==> config.mk <==
export PLATFORM = sky130hd
export DESIGN_NAME = prog_loader
export DESIGN_NICKNAME = d
export VERILOG_FILES = /design/src/rtl/prog_loader.sv
export SDC_FILE = /design/constraint.sdc
export NUM_CORES = 1
export LEC_CHECK = 0
export BUFFER_PORTS_ARGS = -buffer_cell sky130_fd_sc_hd__buf_2
export CORE_MARGIN = 2
export CORE_UTILIZATION = 60
export DETAILED_ROUTE_END_ITERATION = 12
export PLACE_DENSITY = 0.88
export SLEW_MARGIN = 20
export SYNTH_ARGS = -nofsm -noshare
export SYNTH_HDL_FRONTEND = slang
export SYNTH_SLANG_ARGS = --single-unit
==> constraint.sdc <==
create_clock -name clk -period 5 [get_ports clk]
set_input_delay 0.5 -clock clk [delete_from_list [all_inputs] [get_ports clk]]
set_output_delay 0.5 -clock clk [all_outputs]
set_load 0.02 [all_outputs]
==> src/rtl/prog_loader.sv <==
// prog_loader
//   Fills the instruction memory from an 8-bit byte stream. After a start
//   pulse the loader takes a word-count header byte N (1..DEPTH). It then
//   takes 4 little-endian bytes per instruction and issues one memory write
//   per assembled word, at addresses 0..N-1.
//
//   Optional build macro LOADER_CHECKSUM_EN: after the final write the loader
//   accepts one extra byte that must equal the XOR of all data bytes. A match
//   ends in DONE and a mismatch ends in ERR. The writes have already happened
//   by then, so ERR only marks the image as bad.
//
// Ports
//   clk, rst_n    clock, asynchronous active-low reset
//   start         one-cycle pulse; begins a load from IDLE, DONE or ERR
//   in_data       stream byte
//   in_valid      in_data valid this cycle
//   in_ready      loader accepts in_data this cycle
//   mem_we        one-cycle instruction memory write strobe
//   mem_addr      write address
//   mem_wdata     assembled instruction word
//   busy          load in progress
//   done          load completed successfully
//   err           load aborted on an error
module prog_loader #(
  parameter int DATA_W = 25,
  parameter int ADDR_W = 5,
  parameter int DEPTH  = 25
) (
  input  logic              clk,
  input  logic              rst_n,
  input  logic              start,
  input  logic [7:0]        in_data,
  input  logic              in_valid,
  output logic              in_ready,
  output logic              mem_we,
  output logic [ADDR_W-1:0] mem_addr,
  output logic [DATA_W-1:0] mem_wdata,
  output logic              busy,
  output logic              done,
  output logic              err
);

  typedef enum logic [2:0] {
    IDLE  = 3'd0,
    HDR   = 3'd1,
    BYTE  = 3'd2,
    WRITE = 3'd3,
    DONE  = 3'd4,
    ERR   = 3'd5,
    CSUM  = 3'd6
  } state_t;

  state_t            state, next_state;
  logic [7:0]        n_words;
  logic [ADDR_W-1:0] wcnt;
  logic [1:0]        bcnt;
  logic [31:0]       sreg;
  logic [31:0]       assembled;
  logic              xfer;
  logic              start_ok;
  logic              hdr_bad;
  logic              last_word;
`ifdef LOADER_CHECKSUM_EN
  logic [7:0]        csum;
`endif

  assign start_ok  = start && (state == IDLE || state == DONE || state == ERR);
  assign xfer      = in_valid && in_ready;
  assign hdr_bad   = (in_data == 8'd0) || (in_data > 8'(DEPTH));
  // Incoming byte lands on top; after 4 bytes byte 0 sits in [7:0].
  assign assembled = {in_data, sreg[31:8]};
  assign last_word = (8'(wcnt) + 8'd1) >= n_words;

  always_comb begin
    in_ready = 1'b0;
    case (state)
      HDR, BYTE: in_ready = 1'b1;
      CSUM:      in_ready = 1'b1;
      default:   in_ready = 1'b0;
    endcase
  end

  always_comb begin
    next_state = state;
    case (state)
      IDLE, DONE, ERR: if (start_ok) next_state = HDR;
      HDR:   if (xfer) next_state = hdr_bad ? ERR : BYTE;
      BYTE:  if (xfer && bcnt == 2'd3)
               next_state = (assembled[31:DATA_W] != '0) ? ERR : WRITE;
`ifdef LOADER_CHECKSUM_EN
      WRITE: next_state = last_word ? CSUM : BYTE;
      CSUM:  if (xfer) next_state = (in_data == csum) ? DONE : ERR;
`else
      WRITE: next_state = last_word ? DONE : BYTE;
`endif
      default: next_state = IDLE;
    endcase
  end

  always_ff @(posedge clk or negedge rst_n) begin
    if (!rst_n) state <= IDLE;
    else        state <= next_state;
  end

  always_ff @(posedge clk or negedge rst_n) begin
    if (!rst_n) begin
      n_words <= '0;
      wcnt    <= '0;
      bcnt    <= '0;
      sreg    <= '0;
`ifdef LOADER_CHECKSUM_EN
      csum    <= '0;
`endif
    end else begin
      if (start_ok) begin
        wcnt <= '0;
        bcnt <= '0;
`ifdef LOADER_CHECKSUM_EN
        csum <= '0;
`endif
      end
      if (state == HDR && xfer) n_words <= in_data;
      if (state == BYTE && xfer) begin
        sreg <= assembled;
        bcnt <= bcnt + 2'd1;
`ifdef LOADER_CHECKSUM_EN
        csum <= csum ^ in_data;
`endif
      end
      // Address is captured below before the increment, so the address
      // bus only ever sees 0..N-1.
      if (state == WRITE) wcnt <= wcnt + 1'b1;
    end
  end

  // Outputs are registered one cycle behind the state: the strobe follows
  // WRITE and the status flags follow DONE/ERR. A start clears done/err on
  // the same edge at which it is taken.
  always_ff @(posedge clk or negedge rst_n) begin
    if (!rst_n) begin
      mem_we    <= 1'b0;
      mem_addr  <= '0;
      mem_wdata <= '0;
      busy      <= 1'b0;
      done      <= 1'b0;
      err       <= 1'b0;
    end else begin
      mem_we <= (state == WRITE);
      if (state == WRITE) begin
        mem_addr  <= wcnt;
        mem_wdata <= sreg[DATA_W-1:0];
      end
      busy <= start_ok || state == HDR || state == BYTE ||
              state == WRITE || state == CSUM;
      done <= (state == DONE) && !start_ok;
      err  <= (state == ERR) && !start_ok;
    end
  end

endmodule

* Word level (Yosys, flattened, before mapping)
Index checks and enable logic that the tools add are counted.
** Cells by class
- Equality and inequality tests :: 10
- Reduce and logical (&&, ||, !) cells :: 23
- Add/sub/neg operators :: 3
- Order comparisons :: 2
- Muxes and demuxes :: 12
** Operators with widths (number)
- two-way mux 3 bit :: 6
- one-hot mux 3 bit (4 select lines) :: 1
- two-way mux 5 bit :: 2
- == test 3 bit, second input constant :: 3
- >= comparator 6 x 8 -> 1 bit :: 1
- > comparator 8 x 5 -> 1 bit, second input constant :: 1
- zero test 8 bit :: 1
- logical AND 1 bit :: 7
- logical OR 1 bit :: 7
- nonzero test 7 bit :: 1
- adder 5 x 1 -> 6 bit, second input constant :: 1
- == test 3 x 2 -> 1 bit, second input constant :: 2
- inequality test 2 bit, second input constant :: 3
- OR reduction 3 bit :: 2
- adder 5 x 1 -> 5 bit, second input constant :: 1
- two-way mux 2 bit :: 2
- nonzero test 2 bit :: 2
- == test 3 x 1 -> 1 bit, second input constant :: 1
- zero test 3 bit :: 1
- AND reduction 3 bit :: 1
- adder 2 x 1 -> 2 bit, second input constant :: 1
- == test 2 bit, second input constant :: 1
- zero test 1 bit :: 1
- two-way mux 1 bit :: 1
** Storage, ports and cells
- Logic and storage cells :: 61
- Input port bits :: 12
- Register bits after elaboration :: 84

* Logic depth before layout (Yosys ltp)
- Word-level depth :: 8
- Mapped depth :: 8
- Depth with buffers taken out :: 8

* Least setup slack after synthesis
No wires, ideal clock.
- Kind :: reg-to-reg
- Start point :: reg wcnt[0]
- End point :: reg state[1]
- Data arrival time :: 1918 ps
- Path buffers :: 0
- Data required time :: 4878 ps
- Slack :: 2961 ps
- Stages on the path, launching flop included :: 9
- Period minus slack after synthesis :: 2039 ps
- Cell sequence :: dfrtp_1 -> ha_1 -> nand3_1 -> xnor2_1 -> ha_1 -> o21ai_0 -> a2111oi_0 -> o41ai_1 -> a32o_1
** Between the ends
- Cells in the longest elaborated chain, start to end :: 4
** Ends and longest elaborated chain
- from (decl) :: line 55 : logic [ADDR_W-1:0] wcnt;
- from (signal assigned) :: line 132 : if (state == WRITE) wcnt <= wcnt + 1'b1;
- adder 5 x 1 -> 6 bit :: line 72 : assign last_word = (8'(wcnt) + 8'd1) >= n_words;
- >= comparator 6 x 8 -> 1 bit :: line 72
- two-way mux 3 bit :: line 94 : WRITE: next_state = last_word ? DONE : BYTE;
- one-hot mux 3 bit (4 select lines) :: line 85 : case (state)
- to (signal assigned) :: line 102 : else state <= next_state;
- to (decl) :: line 53 : state_t state, next_state;
Every way passes these cells.
A chain may end at the register's enable or synchronous reset.

* Worst setup path after layout
Same ends and word-level chain as after synthesis.

==> results.py <==
metrics = {
    "status": {
        "status": "finished clean",
    },
    "clocking": {
        "clk_path_buf_depth": 2,
        "cts_setup_buffers": 0,
        "cts_resized": 0,
        "numCtsBuffers": 9,
        "htreeDepth": 3,
        "root_buffer": "clkbuf_8",
        "clkLatencyLatePin_ps": 350,
        "cts_tree": "yes",
        "clock_sinks": 84,
        "hold_buffers": 0,
        "clkSlewWorstSetupHoldPaths_ps": 80,
    },
    "placed_design": {
        "hpwl_mm": 4.34,
        "io_buffers": 46,
        "dp_slack_ps": 2700,
        "place.gp.congestion": 0.814,
        "placed_area_um2": 3780,
    },
    "drt": {
        "drtIter0Drc": 186,
        "wirelength_mm": 6.31,
        "viasPerCell": 5.41,
        "dr.pass1.iters": 4,
        "vias": 2386,
        "wl_per_cell_um": 14.3,
        "drc": 0,
        "ant_nets": 0,
    },
    "worst_setup_path": {
        "required_ps": 5230,
        "crit_type": "reg -> reg",
        "critPathMaxFanout": 6,
        "slowest_stage": "a2111oi_0",
        "max_stage_delay_ps": 440,
        "critPathMostFrequentCell": "ha_1",
        "critPathCaptureType": "flop",
        "cp.arrival_ps": 2560,
        "path_cells": "ha_1, nand3_1, xnor2_1, ha_1, o21ai_0, a2111oi_0, o41ai_1, a32o_1",
        "critPathLaunchType": "flop",
    },
    "hold_path": {
        "hold_path_class": "in -> async",
    },
    "cells_and_area": {
        "most-common-layout-cells": "nand2_1, dfrtp_1, buf_2, mux2_2, mux2_1",
        "diodes": 0,
        "area_growth_pct": 13.2,
        "drive_above_1_share_pct": 26.0,
        "final_common_cell": "nand2_1",
        "fin_area_um2": 3960,
        "fill_cells": 396,
        "layout.nets": 384,
    },
    "synthesis": {
        "synthArstFlopShare_pct": 100,
        "synth-edff-count": 0,
        "ys.flop_type": "dfrtp_1",
        "yosysSeqAreaShare_pct": 60.1,
        "syn_inst": 317,
        "yosysUniqueCellTypes": 37,
        "synth_area_per_cell_um2": 11.0,
        "ys_seq_elements": 84,
        "syn_nets": 337,
        "syn_area_um2": 3500,
        "yosys_warnings": 0,
    },
    "power_and_ir_drop": {
        "power_density_nw_per_um2": 439,
        "p_leak_nw": 2.14,
        "power.total_mw": 1.74,
        "peakVddDrop_mv": 0.265,
    },
    "floorplan": {
        "placementRows": 27,
        "initial_core_util_pct": 62.8,
        "fp.dieW_um": 80.4,
        "die_h_um": 80.4,
        "num_io_pins": 47,
        "dieArea_um2": 6460,
        "core_area_um2": 5570,
    },
    "global_routing": {
        "grt_util_all_layers_pct": 22.0,
        "overflow": 0,
        "grt_pass1_wl_mm": 10.8,
        "grt_max_degree": 85,
        "grt_pass1_vias": 2380,
        "antenna_found_initial": 0,
    },
    "timing": {
        "whs_ps": 178,
        "worst_slew_pin_slew_ps": 790,
        "min_period_over_period_pct": 46.5,
        "max_freq_ghz": 0.430,
        "fin_ws_ps": 2680,
        "maxSlewHeadroom_pct": 47.1,
        "finClkSkew_ps": 8.12,
        "fin_setup_tns_ps": 0,
        "finalSetupViolations": 0,
        "min_period_ps": 2320,
        "report.final.slew_viol_count": 0,
        "finalHoldViolations": 0,
        "rsz0062_at_grt": "false",
    },
    "job": {
        "maxCapViolations": 0,
    },
}
## Yosys cell counts, drive strengths merged (4+ instances only)
master	instances	share of area, %
a21oi	7	1.0
a22o	5	1.3
buf	8	1.2
clkbuf	4	0.43
dfrtp	84	60
ha	8	2.9
inv	10	1.1
mux2	35	11
nand2	101	11
nand2b	5	0.97
nand3	5	0.72
nor2	7	0.82
o211ai	4	1.0
o21ai	14	2.1
## per-layer routing
metal	global-route usage (%)	vias up	part of all wire (%)	routed length, um
met5	0	-	0	0
li1	-	1162	-	-
met4	8.47	0	1.5	93
met1	29.8	1161	44	2810
met2	34.8	54	49	3060
met3	4.94	9	5.5	345
## cells by family after synthesis
group                    Yosys count  share of synthesized area (%)
AND/OR/NAND/NOR                  126                           14.9
flip-flops                        84                           60.1
AO/OA/AOI/OAI                     39                           7.37
multiplexers                      35                           11.3
buffers and inverters             22                           2.72
adder cells (fa/ha/maj)            8                           2.86
XOR/XNOR                           3                          0.751
## final timing paths
kind,start,to,slack [ps],cells after the start
worst max-delay path,wcnt[0],state[1],2680,8
worst min-delay path,rst_n,err,180,1
worst max register to register,wcnt[0],state[1],2680,8
worst min register to register,mem_wdata[18],mem_wdata[18],470,2
max in group asynchronous,rst_n,n_words[0],4310,1
min in group clk,in_data[7],sreg[31],410,2
## through the flow
step           instances  utilization [%]
2_1_floorplan        317                -
3_3_place_gp         425             67.8
3_5_place_dp         425             67.8
4_1_cts              441             71.0
5_1_grt              441             71.0
6_report             441             71.0
## final cells by class
cell class | instances | area, um^2 | area share (%)
Inverter | 10 | 37.5 | 0.948
Timing Repair Buffer | 48 | 251 | 6.35
Clock buffer | 9 | 124 | 3.13
Sequential cell | 84 | 2100 | 53.1
Tap cell | 72 | 90.1 | 2.27
Multi-Input combinational cell | 211 | 1300 | 32.9
Clock inverter | 7 | 53.8 | 1.36
## critical path, delay by kind of cell (launching register included)
family                     cells  cell delay (ps)
AOI/OAI and AO/OA              4              970
xor gates and xnor gates       1              170
adders and majority gates      2              550
DFF                            1              420
and+or+nand+nor                1              110
## state kept, by name, summed over array words and instances, names as in the netlist
register,count
sreg,32
mem_wdata,25
n_words,8
mem_addr,5
wcnt,5
state,3
bcnt,2
busy,1
done,1
err,1
mem_we,1
## power breakdown
| part | internal, mW | switching (mW) |
|---|---|---|
| Combinational | 0.165 | 0.244 |
| Clock | 0.182 | 0.243 |
| Sequential | 0.811 | 0.0911 |
| Total | 1.16 | 0.579 |
Power figures use the tool's default switching activity.
